==> config.mk <==
export PLATFORM = sky130hd
export DESIGN_NAME = user_obi_rom_arbiter
export DESIGN_NICKNAME = d
export VERILOG_FILES = /design/src/rtl/user_obi_rom_arbiter.sv
export SDC_FILE = /design/constraint.sdc
export NUM_CORES = 1
export LEC_CHECK = 0
export ABC_AREA = 1
export BUFFER_PORTS_ARGS = -buffer_cell sky130_fd_sc_hd__buf_2
export CAP_MARGIN = 25
export CORE_MARGIN = 3
export CORE_UTILIZATION = 30
export CTS_BUF_LIST = sky130_fd_sc_hd__clkbuf_8 sky130_fd_sc_hd__clkbuf_16
export CTS_CLUSTER_SIZE = 14
export DETAILED_ROUTE_END_ITERATION = 6
export PLACE_DENSITY = 0.65
export SYNTH_ARGS = -nofsm -noshare
export SYNTH_HDL_FRONTEND = slang
export SYNTH_SLANG_ARGS = --single-unit
==> constraint.sdc <==
create_clock -name clk_i -period 1.15 [get_ports clk_i]
set_input_delay 0.0575 -clock clk_i [delete_from_list [all_inputs] [get_ports clk_i]]
set_output_delay 0.0575 -clock clk_i [all_outputs]
set_load 0.01 [all_outputs]
==> src/rtl/user_obi_rom_arbiter.sv <==
// Round-robin arbiter funnelling NumChannels read clients onto one OBI manager port with in-order response routing.
// Optional macro USER_OBI_ROM_ARBITER_ERR_EN forwards r.err on ch_err_o and keeps a sticky per-channel error bit.

package user_obi_rom_arbiter_pkg;

    typedef struct packed {
        int unsigned AddrWidth;
        int unsigned DataWidth;
    } obi_cfg_t;

    localparam obi_cfg_t ObiDefaultConfig = '{AddrWidth: 32'd32, DataWidth: 32'd32};

    typedef struct packed {
        logic [31:0] addr;
        logic        we;
        logic [3:0]  be;
        logic [31:0] wdata;
        logic        aid;
    } obi_def_a_chan_t;

    typedef struct packed {
        obi_def_a_chan_t a;
        logic            req;
    } obi_def_req_t;

    typedef struct packed {
        logic [31:0] rdata;
        logic        rid;
        logic        err;
    } obi_def_r_chan_t;

    typedef struct packed {
        obi_def_r_chan_t r;
        logic            gnt;
        logic            rvalid;
    } obi_def_rsp_t;

endpackage

// state     | meaning
// ST_IDLE   | selection follows the round-robin pointer every cycle
// ST_LOCKED | req issued without gnt; channel and address frozen until gnt
module user_obi_rom_arbiter #(
    parameter user_obi_rom_arbiter_pkg::obi_cfg_t ObiCfg = user_obi_rom_arbiter_pkg::ObiDefaultConfig,
    parameter type obi_req_t = user_obi_rom_arbiter_pkg::obi_def_req_t,
    parameter type obi_rsp_t = user_obi_rom_arbiter_pkg::obi_def_rsp_t,
    parameter int unsigned NumChannels = 2,
    parameter int unsigned ChAddrWidth = 16,
    parameter int unsigned NumMaxTrans = 2
) (
    input  logic                                    clk_i,
    input  logic                                    rst_ni,
    input  logic [NumChannels-1:0]                  ch_req_i,
    input  logic [NumChannels-1:0][ChAddrWidth-1:0] ch_addr_i,
    output logic [NumChannels-1:0]                  ch_gnt_o,
    output logic [NumChannels-1:0]                  ch_valid_o,
    output logic [ObiCfg.DataWidth-1:0]             ch_data_o,
    output logic                                    ch_err_o,
    output obi_req_t                                obi_req_o,
    input  obi_rsp_t                                obi_rsp_i,
    output logic                                    busy_o
);

    localparam int unsigned PtrW  = (NumChannels > 1) ? $clog2(NumChannels) : 1;
    localparam int unsigned FifoW = (NumMaxTrans > 1) ? $clog2(NumMaxTrans) : 1;
    localparam int unsigned CntW  = $clog2(NumMaxTrans + 1);
    localparam int unsigned LockW = ChAddrWidth - 2;

    typedef enum logic {
        ST_IDLE,
        ST_LOCKED
    } state_e;

    state_e state_q, state_d;

    logic [PtrW-1:0]  ptr_q, ptr_d;
    logic [PtrW-1:0]  rr_sel, sel, head;
    logic [PtrW-1:0]  lock_sel_q, lock_sel_d;
    logic [LockW-1:0] lock_addr_q, lock_addr_d, sel_addr;
    logic [CntW-1:0]  cnt_q, cnt_d;
    logic [FifoW-1:0] wr_q, wr_d, rd_q, rd_d;
    logic [PtrW-1:0]  id_q [NumMaxTrans];
    logic [PtrW-1:0]  id_d [NumMaxTrans];

    logic        issue, grant, pop, rr_found;
    int unsigned rr_idx;
    logic [1:0]  unused_addr_lsb;
    logic        unused_rsp;

    function automatic logic [FifoW-1:0] fifo_inc(input logic [FifoW-1:0] p);
        return (32'(p) == NumMaxTrans - 1) ? '0 : p + FifoW'(1);
    endfunction

    function automatic logic [PtrW-1:0] ptr_inc(input logic [PtrW-1:0] p);
        return (32'(p) == NumChannels - 1) ? '0 : p + PtrW'(1);
    endfunction

    // First requester at or after ptr_q, wrapping around.
    always_comb begin
        rr_sel   = ptr_q;
        rr_found = 1'b0;
        rr_idx   = 0;
        for (int unsigned i = 0; i < NumChannels; i++) begin
            rr_idx = 32'(ptr_q) + i;
            if (rr_idx >= NumChannels) begin
                rr_idx = rr_idx - NumChannels;
            end
            if (!rr_found && ch_req_i[PtrW'(rr_idx)]) begin
                rr_sel   = PtrW'(rr_idx);
                rr_found = 1'b1;
            end
        end
    end

    // Uses the registered count only, so a same-cycle pop never frees a slot early.
    assign issue = (|ch_req_i) && (cnt_q < CntW'(NumMaxTrans));
    assign grant = issue & obi_rsp_i.gnt;
    assign pop   = obi_rsp_i.rvalid & (cnt_q != '0);
    assign head  = id_q[rd_q];

    always_ff @(posedge clk_i or negedge rst_ni) begin
        if (!rst_ni) begin
            state_q <= ST_IDLE;
        end else begin
            state_q <= state_d;
        end
    end

    always_comb begin
        state_d = state_q;
        case (state_q)
            ST_IDLE: begin
                if (issue && !obi_rsp_i.gnt) begin
                    state_d = ST_LOCKED;
                end
            end
            ST_LOCKED: begin
                if (grant) begin
                    state_d = ST_IDLE;
                end
            end
            default: state_d = ST_IDLE;
        endcase
    end

    always_comb begin
        sel      = rr_sel;
        sel_addr = ch_addr_i[rr_sel][ChAddrWidth-1:2];
        if (state_q == ST_LOCKED) begin
            sel      = lock_sel_q;
            sel_addr = lock_addr_q;
        end
    end

    always_comb begin
        lock_sel_d  = lock_sel_q;
        lock_addr_d = lock_addr_q;
        if (state_q == ST_IDLE && issue && !obi_rsp_i.gnt) begin
            lock_sel_d  = sel;
            lock_addr_d = sel_addr;
        end
    end

    always_comb begin
        ptr_d = ptr_q;
        wr_d  = wr_q;
        rd_d  = rd_q;
        id_d  = id_q;
        if (grant) begin
            ptr_d       = ptr_inc(sel);
            id_d[wr_q]  = sel;
            wr_d        = fifo_inc(wr_q);
        end
        if (pop) begin
            rd_d = fifo_inc(rd_q);
        end
        cnt_d = cnt_q + CntW'(grant) - CntW'(pop);
    end

    always_ff @(posedge clk_i or negedge rst_ni) begin
        if (!rst_ni) begin
            ptr_q       <= '0;
            cnt_q       <= '0;
            wr_q        <= '0;
            rd_q        <= '0;
            id_q        <= '{default: '0};
            lock_sel_q  <= '0;
            lock_addr_q <= '0;
        end else begin
            ptr_q       <= ptr_d;
            cnt_q       <= cnt_d;
            wr_q        <= wr_d;
            rd_q        <= rd_d;
            id_q        <= id_d;
            lock_sel_q  <= lock_sel_d;
            lock_addr_q <= lock_addr_d;
        end
    end

    always_comb begin
        obi_req_o                           = '0;
        obi_req_o.req                       = issue;
        obi_req_o.a.addr                    = '0;
        obi_req_o.a.addr[ChAddrWidth-1:2]   = sel_addr;
        obi_req_o.a.we                      = 1'b0;
        obi_req_o.a.be                      = '1;
        obi_req_o.a.wdata                   = '0;
        obi_req_o.a.aid                     = '0;
    end

    assign ch_gnt_o   = grant ? (NumChannels'(1) << sel) : '0;
    assign ch_valid_o = pop ? (NumChannels'(1) << head) : '0;
    assign ch_data_o  = obi_rsp_i.r.rdata;
    assign busy_o     = (cnt_q != '0);

    always_comb begin
        unused_addr_lsb = '0;
        for (int unsigned k = 0; k < NumChannels; k++) begin
            unused_addr_lsb = unused_addr_lsb ^ ch_addr_i[k][1:0];
        end
    end

`ifdef USER_OBI_ROM_ARBITER_ERR_EN
    logic [NumChannels-1:0] err_q, err_d;

    // A fresh error on the response beats a clear from a same-cycle grant.
    always_comb begin
        err_d = err_q;
        if (grant) begin
            err_d[sel] = 1'b0;
        end
        if (pop && obi_rsp_i.r.err) begin
            err_d[head] = 1'b1;
        end
    end

    always_ff @(posedge clk_i or negedge rst_ni) begin
        if (!rst_ni) begin
            err_q <= '0;
        end else begin
            err_q <= err_d;
        end
    end

    assign ch_err_o   = obi_rsp_i.rvalid & obi_rsp_i.r.err;
    assign unused_rsp = ^{err_q, obi_rsp_i.r.rid, unused_addr_lsb, rr_found};
`else
    assign ch_err_o   = 1'b0;
    assign unused_rsp = ^{obi_rsp_i.r.err, obi_rsp_i.r.rid, unused_addr_lsb, rr_found};
`endif

endmodule

==> impl_metrics.yaml <==
sta:
  min_period_over_period: 1.27
  setup_slack_ns: -0.313
  grt_setup_unrepaired: "yes"
  post-route-min-period_ns: 1.46
  finClkSkew_ns: 0.00648
  tns_ns: -9.11
  fmax_ghz: 0.683
  slew_viol_final: 0
  tightest_slew_ns: 0.570
  final_hold_viol_count: 0
  whs_ns: 0.115
  relSlewSlack: 0.620
  finalSetupViolations: 36
place:
  post-place-ws_ns: -0.0678
  place_area_um2: 2100
  gp_congestion: 0.800
  dpl.hpwl_mm: 3.58
  port_buffers: 53
floorplan:
  die-area_um2: 7980
  ios: 181
  die_y_um: 89.4
  rows: 29
  coreArea_um2: 6530
  chipWidth_um: 89.4
  start_util: 0.319
routing:
  firstDrtPassIters: 4
  viasPerCell: 4.37
  drtIter0Drc: 31
  wl_per_cell_um: 13.1
  ant_nets: 0
  vias: 1729
  route.detailed.drc: 0
  totalWireLength_mm: 5.18
critical_path:
  regToRegStartpoint: "cnt_q[1]"
  path_max_fanout: 10
  cp.required_ns: 1.09
  regToRegSetupSlack_ns: -0.27
  endpoint_kind: "output port"
  path_class: "flop to output port"
  startpoint_type: "flop"
  r2r_cells: 8
  rr_endpoint: "lock_addr_q[3]"
  cp.arrival_ns: 1.41
global_routing:
  grt.total_usage: 0.120
  grt_pass1_wl_mm: 7.47
  grt_start_max_net_pins: 24
  grt_overflow: 0
  antenna_found_initial: 0
  grt_pass1_vias: 1554
finish:
  finish.utilization: 0.399
  fin_area_um2: 2610
  syn_to_final_growth_pct: 25.0
  layout-drive-gt1-share: 0.451
  nNetsFinal: 393
  antennaDiodeCount: 0
  fillers: 642
  seqCellArea_um2: 577
  multi_input_comb_area_um2: 1100
cts:
  cts_inserted_buffers: 3
  cts_tree: "built"
  clock_sinks: 23
  clkSlewWorstSetupHoldPaths_ns: 0.09
  cts-root-buf: "clkbuf_8"
  clock_latency_ns: 0.27
  cts_htree_levels: 1
  cts_max_path_buffers: 2
yosys:
  avgSynthCellArea_um2: 7.53
  ys_ff_latch: 23
  yosysMostFrequentCell: "buf_4"
  synth_ff_type: "dfrtp_1"
  yosys.area.top_type_share: 0.342
  synth_edf_count: 0
  yosys_warnings: 0
  synthArstFlopShare: 1.00
  synth_top_cell_by_area: "buf_4"
  synth-seq-area-share: 0.276
  synth_commonest_cells: "buf_4, nand2_1, dfrtp_1, nand3_1, nand4_1"
  syn_inst: 277
  yosysUniqueCellTypes: 22
  synthesis.area_um2: 2080
  synth_area_leaders: "buf_4, dfrtp_1, nand2_1, nand3_1, nand4_1"
run_status:
  failed_checks: "setup timing"
  run_status: "finished with violations"
power:
  ir_drop_mv: 1.13
  p_per_area_nw_per_um2: 2330
  leakage_uw: 0.00146
job:
  drv_cap: 0
hold_path:
  hold_path.startpoint: "obi_rsp_i[14]"
  whs_endpoint: "ch_data_o[10]"
  hold_depth: 0
  hold_path_class: "input pin to output port"
## registers in the layout, summed over array words and instances (netlist names), named ones only
signal and count:
id_q 2, cnt_q 2, lock_sel_q 1, rd_q 1
wr_q 1, lock_addr_q 14, ptr_q 1
## cell usage in the layout (no fill, tap or decap), drive strengths merged, types with 4 or more instances in the layout
master and count:
buf 80, nand2 77, conb 57, nand3 31, dfrtp 23, inv 15, nand4 14, o21ai 6
clkbuf 4, nor2 4
## per-stage QoR
step | total power [uW] | std cells
floorplan | 3520 | 332
global placement | 4210 | 379
detailed placement | 4280 | 379
CTS | 5320 | 388
global route | 6550 | 396
finish | 6070 | 396
## layer usage
layer | global-route usage | up-vias | routed length [um]
met5 | 0 | - | 0
met4 | 0.0406 | 0 | 88
met3 | 0.0203 | 14 | 272
met2 | 0.214 | 66 | 2810
met1 | 0.145 | 832 | 2010
li1 | - | 817 | -
## kinds of logic (layout without fill, tap and decap cells)
logic type,count (synthesis),in the layout,share of synthesized area
buffers and inverters,114,101,0.388
flip-flops,23,23,0.276
AO/OA/AOI/OAI,7,7,0.0186
adder cells (fa/ha/maj),1,1,0.00600
XOR/XNOR,2,2,0.00840
other,2,57,0.00360
AND/OR/NAND/NOR,128,128,0.299
## critical path, stage by stage, from the launching register on
cell     delay, ns
dfrtp_1       0.41
inv_1         0.10
nand2_4       0.08
nand2_4       0.11
buf_12        0.15
nand3_2       0.07
nand3_2       0.11
buf_6         0.12
## worst max path at each step
stage	start	endpoint	slack, ns	depth (start not counted)
after floorplan	cnt_q[1]	cnt_q[1]	-0.04	6
after global placement	cnt_q[1]	lock_sel_q	-0.04	6
after detailed placement	cnt_q[1]	lock_sel_q	-0.07	6
after CTS	ptr_q	ch_gnt_o[1]	-0.32	7
after global routing	ptr_q	obi_req_o[52]	-0.38	7
final	ptr_q	obi_req_o[52]	-0.31	7
## final cells by class
class / instances / share of cell area
multi-input cells: 195 / 0.423
repair buffers: 82 / 0.274
flip-flops and latches: 23 / 0.221
well taps: 77 / 0.0370
inverters: 14 / 0.0240
clock buffers: 3 / 0.0158
repair inverters: 1 / 0.00240
clock inverters: 1 / 0.00192
## power breakdown
group | switching (uW) | leakage, uW | internal (uW)
combinational | 2160 | 0.00114 | 2000
clock | 281 | 0.0000255 | 242
sequential | 226 | 0.000290 | 1160
total | 2670 | 0.00146 | 3400
## what timing repair did
| action | CTS | global route |
|---|---|---|
| cloned | 0 | 2 |
| setup buffers | 4 | 7 |
| endpoints found under the setup margin | 36 | 38 |
| resized for setup | 24 | 61 |
| pin swaps | 3 | 22 |
| endpoints found under the hold margin | 23 | 0 |
| hold buffers | 1 | 0 |
No activity file was read; power rests on OpenSTA's default activity.
